File: src/rtl/first_pos.sv
// first_pos: synchronizes asynchronous start/stop events and a reference
// clock into the clk domain, then emits a TDC_start pulse for an accepted
// event followed by a TDC_stop pulse on the next reference-clock rise.
module first_pos #(
  parameter int unsigned SYNC_STAGES = 2,
  parameter int unsigned TIMEOUT     = 255
) (
  input  logic clk,
  input  logic reset_n,
  input  logic clk_i,
  input  logic start,
  input  logic stop,
  output logic TDC_start,
  output logic TDC_stop
);

  typedef enum logic {
    IDLE,
    WAIT_REF
  } state_t;

  localparam logic [15:0] CNT_LAST = 16'(TIMEOUT - 1);

  state_t state, state_nxt;

  // Synchronizer chains: bit 0 samples the raw input, MSB is the settled value.
  logic [SYNC_STAGES-1:0] sync_start, sync_stop, sync_ref;
  logic                   hist_start, hist_stop, hist_ref;
  logic                   rise_start, rise_stop, rise_ref;

  logic [15:0] cnt, cnt_nxt;
  logic        start_nxt, stop_nxt;

  // Synchronizer chains plus one history flop per input; reset_n is active-high.
  always_ff @(posedge clk) begin
    if (reset_n) begin
      sync_start <= '0;
      sync_stop  <= '0;
      sync_ref   <= '0;
      hist_start <= 1'b0;
      hist_stop  <= 1'b0;
      hist_ref   <= 1'b0;
    end else begin
      sync_start <= {sync_start[SYNC_STAGES-2:0], start};
      sync_stop  <= {sync_stop[SYNC_STAGES-2:0], stop};
      sync_ref   <= {sync_ref[SYNC_STAGES-2:0], clk_i};
      hist_start <= sync_start[SYNC_STAGES-1];
      hist_stop  <= sync_stop[SYNC_STAGES-1];
      hist_ref   <= sync_ref[SYNC_STAGES-1];
    end
  end

  assign rise_start = sync_start[SYNC_STAGES-1] & ~hist_start;
  assign rise_stop  = sync_stop[SYNC_STAGES-1]  & ~hist_stop;
  assign rise_ref   = sync_ref[SYNC_STAGES-1]   & ~hist_ref;

  // State, wait counter and registered output pulses.
  always_ff @(posedge clk) begin
    if (reset_n) begin
      state     <= IDLE;
      cnt       <= '0;
      TDC_start <= 1'b0;
      TDC_stop  <= 1'b0;
    end else begin
      state     <= state_nxt;
      cnt       <= cnt_nxt;
      TDC_start <= start_nxt;
      TDC_stop  <= stop_nxt;
    end
  end

  // Next-state logic. A reference rise in the event cycle is ignored simply
  // because the FSM is still in IDLE then; event rises in WAIT_REF are dropped.
  always_comb begin
    state_nxt = state;
    cnt_nxt   = cnt;
    start_nxt = 1'b0;
    stop_nxt  = 1'b0;
    unique case (state)
      IDLE: begin
        cnt_nxt = '0;
        if (rise_start || rise_stop) begin
          state_nxt = WAIT_REF;
          start_nxt = 1'b1;
        end
      end
      WAIT_REF: begin
        if (rise_ref) begin
          state_nxt = IDLE;
          stop_nxt  = 1'b1;
          cnt_nxt   = '0;
        end else if (cnt == CNT_LAST) begin
          state_nxt = IDLE;
          cnt_nxt   = '0;
        end else begin
          cnt_nxt = cnt + 16'd1;
        end
      end
      default: state_nxt = IDLE;
    endcase
  end

endmodule

File: config.mk
export PLATFORM = sky130hd
export DESIGN_NAME = first_pos
export DESIGN_NICKNAME = d
export VERILOG_FILES = /design/src/rtl/first_pos.sv
export SDC_FILE = /design/constraint.sdc
export NUM_CORES = 1
export LEC_CHECK = 0
export BUFFER_PORTS_ARGS = -buffer_cell sky130_fd_sc_hd__buf_2
export CAP_MARGIN = 20
export CORE_MARGIN = 4
export CORE_UTILIZATION = 56
export CTS_CLUSTER_DIAMETER = 150
export CTS_CLUSTER_SIZE = 12
export DETAILED_ROUTE_END_ITERATION = 12
export PLACE_DENSITY = 0.8
export SLEW_MARGIN = 40
export SYNTH_ARGS = -nofsm -noshare
export SYNTH_HDL_FRONTEND = slang
export SYNTH_SLANG_ARGS = --single-unit
File: constraint.sdc
create_clock -name clk -period 1.85 [get_ports clk]
set_input_delay 0.4625 -clock clk [delete_from_list [all_inputs] [get_ports clk]]
set_output_delay 0.4625 -clock clk [all_outputs]
set_load 0.01 [all_outputs]
After elaboration in Yosys (flattened, before gate mapping)

Index checks and enable logic that the tools add are counted.

Flip-flop bits (word level): 28
Input port bits: 5
Output and inout port bits: 2
Word-level logic and storage cells: 30

Add/sub/neg operators: 1
Equality and inequality tests: 1
Muxes and demuxes: 8
Bitwise operators: 7
Reduce and logical (&&, ||, !) cells: 3

Operators by type and width:

| operator                                             | number |
|---|---|
| two-way mux 16 bit                                   | 2 |
| case mux 16 bit (2 select lines)                     | 1 |
| adder 16 x 1 -> 16 bit, second input constant        | 1 |
| equality test 16 x 8 -> 1 bit, second input constant | 1 |
| two-way mux 1 bit                                    | 4 |
| inverter 1 bit                                       | 4 |
| OR reduction 2 bit                                   | 2 |
| bitwise AND 1 bit                                    | 3 |
| case mux 1 bit (2 select lines)                      | 1 |
| logical OR 1 bit                                     | 1 |

Longest topological paths before layout

Word-level depth: 5
Depth in mapped cells: 7
Mapped depth without buffers: 6

Least setup slack after synthesis

OpenSTA, ideal clock, no wires.

Path kind: flip-flop to flip-flop
Start point: register cnt[5]
End point: register state
Setup time: 0.131 ns
Arrival time: 1.415 ns
Required time: 1.719 ns
Slack: 0.304 ns
Cell stages (with the launch flop): 6
Path buffers: 1
Period minus slack after synthesis: 1.546 ns
Cell sequence: dfxtp_1 > nand4_4 > or4_4 > o21ai_4 > buf_6 > o31ai_1

Longest elaborated chain between the ends: 4

RTL lines:

| item                            | line | text |
|---|---|---|
| start, declared                 | 31   | `logic [15:0] cnt, cnt_nxt;` |
| start signal, assigned          | 66   | `cnt <= cnt_nxt;` |
| equality test 16 x 8 -> 1 bit   | 92   | `end else if (cnt == CNT_LAST) begin` |
| two-way mux 1 bit               | 92   |  |
| two-way mux 1 bit               | 88   | `if (rise_ref) begin` |
| case mux 1 bit (2 select lines) | 79   | `unique case (state)` |
| end signal, assigned            | 65   | `state <= state_nxt;` |
| end, declared                   | 24   | `state_t state, state_nxt;` |

No other way between the ends.
A chain may end at the register's enable or synchronous reset.

Worst setup path after layout

Start point: register cnt[5]
End point: register cnt[13]

Longest elaborated chain between the ends: 4
Elaborated cells on any way between the ends: 5
Those cells by class: add/sub: 1; eq/ne: 1; mux: 3

RTL lines:

| item                                                                    | line |
|---|---|
| adder 16 x 1 -> 16 bit or equality test 16 x 8 -> 1 bit (tied branches) | 96, 92 |
| two-way mux 16 bit *                                                    | 92 |
| two-way mux 16 bit *                                                    | 88 |
| case mux 16 bit (2 select lines) *                                      | 79 |

Every way passes the cells marked *; elsewhere a longest branch is shown, timed or not.

==> flow_metrics.env <==
export IMPL_status="complete, no violations"
export IMPL_fill_cells=145
export IMPL_yosys_warnings=0
export IMPL_die_h_um=51.81
export IMPL_hold_class="in2reg"
export IMPL_drv_cap=0
export IMPL_grt_max_degree=17
export IMPL_drtIter0Drc=14
export IMPL_vias=719
export IMPL_combPwrFrac_pct=3.1
export IMPL_cts_resized=0
export IMPL_chipWidth_um=51.81
export IMPL_root_buffer="clkbuf_4"
export IMPL_pwr_share_seq_pct=59.5
export IMPL_final_setup_tns_ns=0
export IMPL_cts_buffer_depth=2
export IMPL_nets=128
export IMPL_cts_buffers=3
export IMPL_dr_pass1_iters=4
export IMPL_ys_seq_area_share_pct=52.15
export IMPL_htree_levels=1
export IMPL_r2r_cells=5
export IMPL_cts_sinks=28
export IMPL_syn_nets=117
export IMPL_antenna_cells=0
export IMPL_switching_power_uw=193.6
export IMPL_wl_um=1626
export IMPL_antenna_found_initial=0
export IMPL_wl_met2_um=702
export IMPL_highest_layer="met4"
export IMPL_ant_nets=0
export IMPL_wl_per_cell_um=11.21
export IMPL_register_area_um2=560.5
export IMPL_clkPwrFrac_pct=37.4
export IMPL_slew_headroom_pct=75.44
export IMPL_rows=15
export IMPL_grt_pass1_wl_um=2932
export IMPL_netlist_area_um2=1075
export IMPL_wl_met1_um=805
export IMPL_slowest_stage="or4_4"
export IMPL_post_cts_buffers=0
export IMPL_cp_end_kind="flop"
export IMPL_crit_buf_inv=1
export IMPL_critPathTopFamily="simple AND/OR/NAND/NOR gates"
export IMPL_worstPathCellList="nand4_4, or4_4, o21ai_4, buf_4, nor2_1"
export IMPL_worstSkewPairLatency_ns=0.33
export IMPL_worstMarginPinSlew_ns=0.3650
export IMPL_syn_inst=110
export IMPL_portBuffers=6
export IMPL_setup_viol=0
export IMPL_cp_slowest_stage_delay_ns=0.46
export IMPL_pin_count=7
export IMPL_syn2layout_area_growth_pct=10.59
export IMPL_dieArea_um2=2684
export IMPL_holdPathStages=2
export IMPL_viasPerCell=4.959
export IMPL_worstPathRequired_ns=2.09
export IMPL_drive_gt1_share_pct=12.50
export IMPL_slew_viol_final=0
export IMPL_cts_hold_buf=0
export IMPL_p_int_uw=850.7
export IMPL_syn_avg_cell_area_um2=9.771
export IMPL_drcViolationCount=0
export IMPL_ys_ff_latch=28
export IMPL_leakagePower_nw=0.4008
export IMPL_whs_ns=0.3318
export IMPL_grt_pass1_vias=684
export IMPL_min_period_ns=1.641
export IMPL_grt_ovfl_total=0
export IMPL_dpl_hpwl_um=1197
export IMPL_path_clk_slew_ns=0.14
export IMPL_switching_share_pct=18.54
export IMPL_min_period_over_period_pct=88.69
export IMPL_gp_congestion=0.7574
export IMPL_p_per_area_nw_per_um2=878.5
export IMPL_critPathMaxFanout=9
export IMPL_core_area_um2=1764
export IMPL_mostFrequentLayoutCells="dfxtp_1 (28), nor2_1 (21), xnor2_1 (13)"
export IMPL_ys_types=22
export IMPL_crit_type="reg2reg"
export IMPL_max_freq_mhz=609.5
export IMPL_cp_start_kind="flop"
export IMPL_skew_ns=0.004845
export IMPL_track_usage_pct=15.27
export IMPL_multi_input_area_um2=480.5
export IMPL_cts_tree="built"
export IMPL_wl_met3_um=63
export IMPL_worst_path_stages=5
export IMPL_start_util_pct=60.92
export IMPL_fin_cells=145
export IMPL_grt_setup_unrepaired="no"
export IMPL_ir_worst_vdd_v=0.0005252
export IMPL_arrival_ns=1.88
export IMPL_final_common_cell="dfxtp_1"
export IMPL_utilization_pct=67.38
export IMPL_hold_viol=0
export IMPL_dp_cells=141
[state kept, by name (all words and copies together) (netlist names)]
signal and cells:
hist_start 1, TDC_start 1, state 1, sync_start 2, hist_stop 1, sync_ref 2, TDC_stop 1, hist_ref 1
cnt 16, sync_stop 2
[path summary, 6_finish.rpt]
check,from,to,slack (ns)
worst min register to register,sync_stop[0]$_SDFF_PP0_,sync_stop[1]$_SDFF_PP0_,0.45
worst max register to register,cnt[5]$_SDFF_PP0_,cnt[13]$_SDFF_PP0_,0.21
worst max-delay path,cnt[5]$_SDFF_PP0_,cnt[13]$_SDFF_PP0_,0.21
worst min-delay path,stop,sync_stop[0]$_SDFF_PP0_,0.33
[synth_stat cells (all sizes together)]
library cell,count,share of area [%]
nor3b,1,0.70
nor3,5,2.3
o31ai,1,0.70
nor2b,10,5.8
nor4b,1,0.82
nor2,21,7.3
dfxtp,28,52
xnor2,13,11
nand2,4,1.4
clkbuf,1,0.35
nand3,5,2.3
o21ai,1,1.5
xor2,1,0.82
a22oi,1,0.70
nand4,4,3.7
inv,5,1.7
and3b,1,0.82
buf,1,1.0
ha,2,2.3
nor4,3,1.7
or4,1,1.0
[routing by layer]
metal / up-vias / GRT usage (%)
li1: 381 / -
met1: 319 / 18.28
met2: 14 / 23.52
met3: 5 / 3.438
met4: 0 / 11.79
met5: - / 0
[through the flow]
step	setup slack (ns)	area (um^2)	total power, mW
floorplan	0.3039	1075	0.6557
global placement	0.2844	1136	0.6651
detailed placement	0.2332	1136	0.6671
CTS	0.2034	1189	1.056
global route	0.06021	1189	1.081
finish	0.2092	1189	1.044
[power by group through the flow]
stage | logic, mW | registers [mW] | clock network (mW)
global placement | 0.0313 | 0.634 | 0
CTS | 0.0324 | 0.621 | 0.403
detailed placement | 0.0324 | 0.635 | 0
global route | 0.0361 | 0.623 | 0.422
floorplan | 0.0220 | 0.634 | 0
finish | 0.0319 | 0.621 | 0.391
[cell type report]
class	count	share of cell area, %
sequential	28	47.16
clock buffer	3	1.895
multi-input combinational	75	40.42
timing repair buffer	8	3.789
inverter	5	1.579
clock inverter	1	2.526
tap	25	2.632
[kinds of logic (layout without fill, tap and decap cells)]
logic type      count (synthesis)  count (layout)  share of synthesized area [%]
simple gates                   56              56                          28.06
compound gates                  3               3                          2.911
buf+inv                         7              17                          3.143
flops                          28              28                          52.15
xor+xnor                       14              14                          11.41
fa+ha+maj                       2               2                          2.328
No activity file was read; power rests on OpenSTA's default activity.
